<file path="config.mk">
export PLATFORM = sky130hd
export DESIGN_NAME = branch_hazard_ctrl_flat
export DESIGN_NICKNAME = d
export VERILOG_FILES = /design/src/rtl/branch_hazard_ctrl_if.sv /design/src/rtl/branch_hazard_ctrl.sv /design/src/flat_wrapper.sv
export SDC_FILE = /design/constraint.sdc
export NUM_CORES = 1
export LEC_CHECK = 0
export CELL_PAD_IN_SITES_DETAIL_PLACEMENT = 0
export CELL_PAD_IN_SITES_GLOBAL_PLACEMENT = 1
export CORE_ASPECT_RATIO = 1.5
export CORE_UTILIZATION = 32
export CTS_BUF_LIST = sky130_fd_sc_hd__clkbuf_8
export DETAILED_ROUTE_END_ITERATION = 6
export GPL_ROUTABILITY_DRIVEN = 1
export GPL_TIMING_DRIVEN = 0
export HOLD_SLACK_MARGIN = 0.08
export PLACE_DENSITY_LB_ADDON = 0.2
export SLEW_MARGIN = 10
export SYNTH_ARGS = -nofsm -noshare
export SYNTH_HDL_FRONTEND = slang
export SYNTH_SLANG_ARGS = --single-unit
</file>
<file path="constraint.sdc">
create_clock -name clk -period 3.9 [get_ports clk]
set_input_delay 0.78 -clock clk [delete_from_list [all_inputs] [get_ports clk]]
set_output_delay 0.78 -clock clk [all_outputs]
set_load 0.01 [all_outputs]
</file>
<file path="src/rtl/branch_hazard_ctrl_if.sv">
// Pipeline-side signal bundle for the hazard / branch-resolution controller.
// The controller binds the slave modport; the pipeline (or a bench) drives via master.
interface branch_hazard_ctrl_if #(
  parameter int unsigned CNT_W = 16,
  parameter int unsigned REG_W = 5
);
  logic [REG_W-1:0] rsD;
  logic [REG_W-1:0] rtD;
  logic [REG_W-1:0] rsE;
  logic [REG_W-1:0] rtE;
  logic [REG_W-1:0] writeregE;
  logic [REG_W-1:0] writeregM;
  logic [REG_W-1:0] writeregW;
  logic             regwriteE;
  logic             regwriteM;
  logic             regwriteW;
  logic             memtoregE;
  logic             memtoregM;
  logic             branchD;
  logic             bneD;
  logic [31:0]      compout;

  logic             stallF;
  logic             stallD;
  logic             flushE;
  logic             flushD;
  logic             pcsrcD;
  logic             forwardAD;
  logic             forwardBD;
  logic [1:0]       forwardAE;
  logic [1:0]       forwardBE;
  logic [CNT_W-1:0] stall_cnt;
  logic [CNT_W-1:0] flush_cnt;

  modport master (
    output rsD, rtD, rsE, rtE, writeregE, writeregM, writeregW,
    output regwriteE, regwriteM, regwriteW, memtoregE, memtoregM,
    output branchD, bneD, compout,
    input  stallF, stallD, flushE, flushD, pcsrcD,
    input  forwardAD, forwardBD, forwardAE, forwardBE, stall_cnt, flush_cnt
  );

  modport slave (
    input  rsD, rtD, rsE, rtE, writeregE, writeregM, writeregW,
    input  regwriteE, regwriteM, regwriteW, memtoregE, memtoregM,
    input  branchD, bneD, compout,
    output stallF, stallD, flushE, flushD, pcsrcD,
    output forwardAD, forwardBD, forwardAE, forwardBE, stall_cnt, flush_cnt
  );
endinterface

</file>
<file path="src/rtl/branch_hazard_ctrl.sv">
// Hazard and branch-resolution controller for a 5-stage MIPS pipeline.
// Produces stall/flush/forward controls, the branch PC-source select, and
// saturating debug counters of stall and flush events.
module branch_hazard_ctrl #(
  parameter int unsigned CNT_W = 16,
  parameter int unsigned REG_W = 5
) (
  input logic                 clk,
  input logic                 reset,
  branch_hazard_ctrl_if.slave bus
);

  typedef enum logic [0:0] {StIdle, StHold} state_e;

  localparam logic [CNT_W-1:0] CntOne = CNT_W'(1);
  localparam logic [CNT_W-1:0] CntMax = '1;

  state_e           r_state;
  logic [CNT_W-1:0] r_stall_cnt;
  logic [CNT_W-1:0] r_flush_cnt;

  // Register 0 is hard-wired zero, so it never carries a real dependency.
  function automatic logic f_match(input logic             rw,
                                   input logic [REG_W-1:0] wr,
                                   input logic [REG_W-1:0] src);
    return rw && (wr == src) && (src != '0);
  endfunction

  logic w_rsD_E, w_rtD_E, w_rsD_M, w_rtD_M;
  logic w_rsE_M, w_rsE_W, w_rtE_M, w_rtE_W;
  logic w_lw_det, w_br_det, w_ld_br;
  logic w_stall, w_taken, w_pcsrc;
  logic w_unused;

  assign w_rsD_E = f_match(bus.regwriteE, bus.writeregE, bus.rsD);
  assign w_rtD_E = f_match(bus.regwriteE, bus.writeregE, bus.rtD);
  assign w_rsD_M = f_match(bus.regwriteM, bus.writeregM, bus.rsD);
  assign w_rtD_M = f_match(bus.regwriteM, bus.writeregM, bus.rtD);
  assign w_rsE_M = f_match(bus.regwriteM, bus.writeregM, bus.rsE);
  assign w_rsE_W = f_match(bus.regwriteW, bus.writeregW, bus.rsE);
  assign w_rtE_M = f_match(bus.regwriteM, bus.writeregM, bus.rtE);
  assign w_rtE_W = f_match(bus.regwriteW, bus.writeregW, bus.rtE);

  // Only the equality flag of the comparator result is meaningful.
  assign w_unused = ^bus.compout[31:1];

  // Forwarding selects: MEM result beats WB; keep working through reset.
  always_comb begin
    bus.forwardAE = 2'b00;
    bus.forwardBE = 2'b00;
    if (w_rsE_M)      bus.forwardAE = 2'b10;
    else if (w_rsE_W) bus.forwardAE = 2'b01;
    if (w_rtE_M)      bus.forwardBE = 2'b10;
    else if (w_rtE_W) bus.forwardBE = 2'b01;
    // A load in MEM has no ALU result yet, so ID cannot forward from it.
    bus.forwardAD = w_rsD_M & ~bus.memtoregM;
    bus.forwardBD = w_rtD_M & ~bus.memtoregM;
  end

  // Hazard detection and branch resolution; a stall suppresses the redirect.
  always_comb begin
    w_lw_det = bus.memtoregE & (w_rsD_E | w_rtD_E);
    w_br_det = bus.branchD & ((w_rsD_E | w_rtD_E) | (bus.memtoregM & (w_rsD_M | w_rtD_M)));
    w_ld_br  = bus.branchD & bus.memtoregE & (w_rsD_E | w_rtD_E);
    w_stall  = (r_state == StHold) | w_lw_det | w_br_det;
    w_taken  = bus.bneD ? ~bus.compout[0] : bus.compout[0];
    w_pcsrc  = bus.branchD & w_taken & ~w_stall;
  end

  // Control outputs are forced quiet while reset is held.
  assign bus.stallF    = w_stall & ~reset;
  assign bus.stallD    = w_stall & ~reset;
  assign bus.flushE    = w_stall & ~reset;
  assign bus.pcsrcD    = w_pcsrc & ~reset;
  assign bus.flushD    = w_pcsrc & ~reset;
  assign bus.stall_cnt = r_stall_cnt;
  assign bus.flush_cnt = r_flush_cnt;

  // Load-to-branch needs a second bubble: HOLD stalls for exactly one extra cycle.
  always_ff @(posedge clk or posedge reset) begin
    if (reset) begin
      r_state <= StIdle;
    end else begin
      unique case (r_state)
        StIdle:  r_state <= w_ld_br ? StHold : StIdle;
        StHold:  r_state <= StIdle;
        default: r_state <= StIdle;
      endcase
    end
  end

  // Saturating debug counters of stall and flush cycles.
  always_ff @(posedge clk or posedge reset) begin
    if (reset) begin
      r_stall_cnt <= '0;
      r_flush_cnt <= '0;
    end else begin
      if (w_stall && (r_stall_cnt != CntMax)) r_stall_cnt <= r_stall_cnt + CntOne;
      if (w_pcsrc && (r_flush_cnt != CntMax)) r_flush_cnt <= r_flush_cnt + CntOne;
    end
  end

endmodule
</file>
<file path="src/flat_wrapper.sv">
// flat-port wrapper written by rule: the top's interface ports become plain ports
module branch_hazard_ctrl_flat 
#(
  parameter int unsigned CNT_W = 16,
  parameter int unsigned REG_W = 5
)
  (clk, reset, bus_rsD, bus_rtD, bus_rsE, bus_rtE, bus_writeregE, bus_writeregM, bus_writeregW, bus_regwriteE, bus_regwriteM, bus_regwriteW, bus_memtoregE, bus_memtoregM, bus_branchD, bus_bneD, bus_compout, bus_stallF, bus_stallD, bus_flushE, bus_flushD, bus_pcsrcD, bus_forwardAD, bus_forwardBD, bus_forwardAE, bus_forwardBE, bus_stall_cnt, bus_flush_cnt);
  branch_hazard_ctrl_if #(.CNT_W(CNT_W), .REG_W(REG_W)) bus_i ();
  input logic clk;
  input logic reset;
  input wire logic [$bits(bus_i.rsD)-1:0] bus_rsD;
  input wire logic [$bits(bus_i.rtD)-1:0] bus_rtD;
  input wire logic [$bits(bus_i.rsE)-1:0] bus_rsE;
  input wire logic [$bits(bus_i.rtE)-1:0] bus_rtE;
  input wire logic [$bits(bus_i.writeregE)-1:0] bus_writeregE;
  input wire logic [$bits(bus_i.writeregM)-1:0] bus_writeregM;
  input wire logic [$bits(bus_i.writeregW)-1:0] bus_writeregW;
  input wire logic [$bits(bus_i.regwriteE)-1:0] bus_regwriteE;
  input wire logic [$bits(bus_i.regwriteM)-1:0] bus_regwriteM;
  input wire logic [$bits(bus_i.regwriteW)-1:0] bus_regwriteW;
  input wire logic [$bits(bus_i.memtoregE)-1:0] bus_memtoregE;
  input wire logic [$bits(bus_i.memtoregM)-1:0] bus_memtoregM;
  input wire logic [$bits(bus_i.branchD)-1:0] bus_branchD;
  input wire logic [$bits(bus_i.bneD)-1:0] bus_bneD;
  input wire logic [$bits(bus_i.compout)-1:0] bus_compout;
  output wire logic [$bits(bus_i.stallF)-1:0] bus_stallF;
  output wire logic [$bits(bus_i.stallD)-1:0] bus_stallD;
  output wire logic [$bits(bus_i.flushE)-1:0] bus_flushE;
  output wire logic [$bits(bus_i.flushD)-1:0] bus_flushD;
  output wire logic [$bits(bus_i.pcsrcD)-1:0] bus_pcsrcD;
  output wire logic [$bits(bus_i.forwardAD)-1:0] bus_forwardAD;
  output wire logic [$bits(bus_i.forwardBD)-1:0] bus_forwardBD;
  output wire logic [$bits(bus_i.forwardAE)-1:0] bus_forwardAE;
  output wire logic [$bits(bus_i.forwardBE)-1:0] bus_forwardBE;
  output wire logic [$bits(bus_i.stall_cnt)-1:0] bus_stall_cnt;
  output wire logic [$bits(bus_i.flush_cnt)-1:0] bus_flush_cnt;
  assign bus_i.rsD = bus_rsD;
  assign bus_i.rtD = bus_rtD;
  assign bus_i.rsE = bus_rsE;
  assign bus_i.rtE = bus_rtE;
  assign bus_i.writeregE = bus_writeregE;
  assign bus_i.writeregM = bus_writeregM;
  assign bus_i.writeregW = bus_writeregW;
  assign bus_i.regwriteE = bus_regwriteE;
  assign bus_i.regwriteM = bus_regwriteM;
  assign bus_i.regwriteW = bus_regwriteW;
  assign bus_i.memtoregE = bus_memtoregE;
  assign bus_i.memtoregM = bus_memtoregM;
  assign bus_i.branchD = bus_branchD;
  assign bus_i.bneD = bus_bneD;
  assign bus_i.compout = bus_compout;
  assign bus_stallF = bus_i.stallF;
  assign bus_stallD = bus_i.stallD;
  assign bus_flushE = bus_i.flushE;
  assign bus_flushD = bus_i.flushD;
  assign bus_pcsrcD = bus_i.pcsrcD;
  assign bus_forwardAD = bus_i.forwardAD;
  assign bus_forwardBD = bus_i.forwardBD;
  assign bus_forwardAE = bus_i.forwardAE;
  assign bus_forwardBE = bus_i.forwardBE;
  assign bus_stall_cnt = bus_i.stall_cnt;
  assign bus_flush_cnt = bus_i.flush_cnt;
  branch_hazard_ctrl #(.CNT_W(CNT_W), .REG_W(REG_W)) u_core (.clk(clk), .reset(reset), .bus(bus_i));
endmodule
</file>
==> run summary <==
- status: complete, but fails checks
- violated checks: DRC
- average size of a mapped cell: 9.77 sq um
- share of the clock period used by the worst path: 97.5%
- Arr. time, crit path: 3020 ps
- Worst Path Required: 3120 ps
- cell repeated most along the worst path: clkdlybuf4s50_1
- placement row count: 37
- buffer cell driving the clock tree root: clkbuf_8
- top flip-flop cell by instance count after synthesis: dfrtp_1
- kind of path behind the tightest hold check: reg -> reg
- Starting Density: 32.9%
- routed wire length: 5.51 mm
- post-DP HPWL: 4.48 mm
- Fillers: 674
- Residual DRC: 11
- area fraction in and, or, nand and nor cells after synthesis: 26.0%
- clk slew on worst S/H paths: 60 ps
- Post-Synthesis Cell Area: 2260 sq um
- fraction of power consumed by the clock network: 26.4%
- final core area utilization: 49.9%
- number of inserted diodes: 0
- total congestion overflow after global routing: 0
- largest stage delay on the critical path: 510 ps
- crit-path cells: clkdlybuf4s50_1, or4_4, nor2_4, nor3_4, o21ai_4, nand3_4, nor2_2, buf_4, clkdlybuf4s50_1
- Core Box Area: 6850 sq um
- Clock Latency Late Sink: 280 ps
- leakage power summed over all cells: 1.30 nW
- dominant combinational cell family by area after synthesis: XOR/XNOR gates
- setup violation total in the final timing report: 0
- vias in the first global route: 1992
- share of total power in sequential cells: 41.6%
- layout-stage area growth over the synthesis result: 51.5%
- count of mapped cells out of synthesis: 231
- antenna violations before repair: 0
- Yosys warnings: 0
- synthesized-area fraction occupied by adder cells: 1.11%
- DR pass1 iterations: 6
- I/O pins: 119
- cell type of the slowest stage on the worst timing path: clkdlybuf4s50_1
- horizontal die dimension: 70.6 microns
- portion of netlist area occupied by mux cells: 1.50%
- worst hold margin: 490 ps
- Synth top area share: 36.6%
- via count normalized by instance count: 4.97
- count of antenna-violating nets left after detailed routing: 0
- power per standard cell area: 312 nW/um^2
- overall routing resource usage: 15.4%
- proportion of layout cells with a drive suffix above 1: 14.0%
- DR iter-0 viols: 73
- number of buffers added by the clock tree synthesis step: 5
- Final Hold Viols: 0
- count of distinct cell types in the synthesized netlist: 37
- maximum number of buffers from clock root to sink: 2
- cell taking the most area after synthesis: dfrtp_1
- Total Nets Final: 406
- pin count of the biggest net entering global routing: 34
- relative max-transition margin: 53.3%
- global-route wire length before repair: 9.05 mm
- placer's final routability congestion estimate: 0.771
- crit path max fanout: 3
- average detailed-routed wire length per instance: 13.5 microns
- Int Power: 741 uW
- Synthesized Nets: 309
- net load switching power: 326 uW
- # Max-Cap Violations: 0
- number of enable-type register cells in the synthesized netlist: 0
- net switching share of the total power: 30.5%
- H-tree lvl count: 2
- kind of cell adding the most delay to the critical path: buffers and inverters
- Least-Margin Pin Slew: 699 ps
- sort of element at the start of the critical path: input pin
- buffer and inverter count on the worst path: 3
- main area contributors after synthesis: dfrtp_1 37%, xnor2_1 20%, xor2_1 6.6%
- Gate power share: 32.0%
- compound-cell area share of the yosys netlist: 4.55%
- number of clock sinks: 33
- Max Clock Skew: 5.45 ps
- sort of element at the end of the critical path: primary output
- number of buffer cells added on primary ports: 85
- critical path class: in -> out
- Synth Register Bits: 33
- register area share after synthesis: 36.6%
- die area: 7400 sq um
- post-route non-filler standard cell count: 407
- total count of max-transition violations in the final report: 0
- height of the die: 105 microns
- final critical path time including I/O delays and setup: 3800 ps
- clock tree from TritonCTS: done
- cell count after placement: 394
- worst vdd ir: 0.164 mV
- proportion of synthesized flip-flops having asynchronous set or reset: 100%
- total via count in the routed design: 2022
- highest clock rate: 263 MHz
- xor and xnor area share after synthesis: 26.8%
## cells in the mapped netlist (2+ instances only)
cell,number
xnor2_1,52
dfrtp_1,33
nand2_1,21
nand3_1,18
xor2_1,17
nand4_1,13
nor2_1,10
inv_1,8
nor4_1,8
nor3_1,6
and3_1,5
buf_4,5
or4_1,4
nor4_2,3
a31oi_1,2
ha_1,2
mux2_2,2
nor2_2,2
nor3_2,2
## cell families (layout without fill, tap and decap cells)
family          Yosys count  count (layout)
xor+xnor                 69              69
compound gates            9               9
mux                       3               3
fa+ha+maj                 2               2
simple gates            100             100
buf+inv                  15             113
flops                    33              33
## metrics by stage
step           worst slack (ps)  area (sq um)  total power, mW  setup TNS (ps)
6_report                   97.9          3420             1.07               0
5_1_grt                   -5.44          3420             1.13           -5.44
4_1_cts                    38.5          3380             1.08               0
3_5_place_dp               -254          3200            0.790            -897
3_3_place_gp               -233          3200            0.785            -780
2_1_floorplan               893          2260            0.599               0
## state kept, by name, summed over array words and instances (netlist names)
register              cells
u_core.bus.flush_cnt     16
u_core.bus.stall_cnt     16
u_core.r_state            1
## final timing paths
check / cells past startpoint / end / startpoint / slack, ps
min: 1 / u_core.bus.stall_cnt[11] / u_core.bus.stall_cnt[11] / 490
max: 9 / bus_pcsrcD / bus_rtD[4] / 100
max in group asynchronous: 2 / u_core.r_state / reset / 2380
min reg2reg: 1 / u_core.bus.stall_cnt[11] / u_core.bus.stall_cnt[11] / 490
min in group asynchronous: 2 / u_core.bus.flush_cnt[13] / reset / 1070
max reg2reg: 8 / u_core.bus.flush_cnt[15] / u_core.bus.flush_cnt[0] / 1800
## area by class of cell
| class | count | area (sq um) | area share [%] |
|---|---|---|---|
| buffer | 7 | 47.5 | 1.39 |
| clock buffer | 7 | 96.3 | 2.82 |
| clock inverter | 1 | 5.00 | 0.146 |
| inverter | 8 | 30.0 | 0.878 |
| multi-input combinational | 183 | 1430 | 41.9 |
| sequential | 33 | 826 | 24.2 |
| tap | 78 | 97.6 | 2.86 |
| timing repair buffer | 90 | 882 | 25.8 |
## worst register-to-register path: stages, from the launching register on
cell and delay (ps):
dfrtp_1 430, ha_1 270, nand2_1 190, nor2_1 70, nand4_1 150, nand4_1 160, nor3b_4 410, nand4_1 170
xnor2_1 150
## routing by layer
metal  part of all wire [%]  vias to the layer above  wire length [microns]  GRT usage, %
li1                       -                      997                      -             -
met2                     54                       69                   2970          29.0
met5                      0                        -                      0             0
met4                    1.6                        0                     87          5.86
met3                    5.6                        6                    307          3.57
met1                     39                      950                   2150          16.2
## cell usage in the layout (no fill, tap or decap), types with 2 or more instances in the layout
cell,count
clkdlybuf4s50_1,74
xnor2_1,52
dfrtp_1,33
nand2_1,21
nand3_1,18
xor2_1,17
nand4_1,13
buf_4,10
nor2_1,9
dlygate4sd2_1,9
nor4_1,8
inv_1,7
clkbuf_8,7
nor3_1,6
and3_1,5
or4_4,2
nor2_4,2
nor4_4,2
nor3_4,2
mux2_2,2
or4_1,2
ha_1,2
dlymetal6s2s_1,2
## power groups by stage
stage / Combinational [mW] / Clock, mW / Sequential [mW]
after floorplan: 0.140 / 0 / 0.459
after global placement: 0.334 / 0 / 0.451
after detailed placement: 0.338 / 0 / 0.452
after CTS: 0.345 / 0.293 / 0.446
after global routing: 0.369 / 0.307 / 0.451
final: 0.341 / 0.281 / 0.444
## repair_timing
| action | 4_1_cts | 5_1_grt |
|---|---|---|
| pin swaps | 6 | 8 |
| hold buffers | 0 | 0 |
| endpoints found under the setup margin | 5 | 4 |
| buffers inserted | 3 | 2 |
| resized for setup | 20 | 4 |
(Power assumes the default switching activity.)
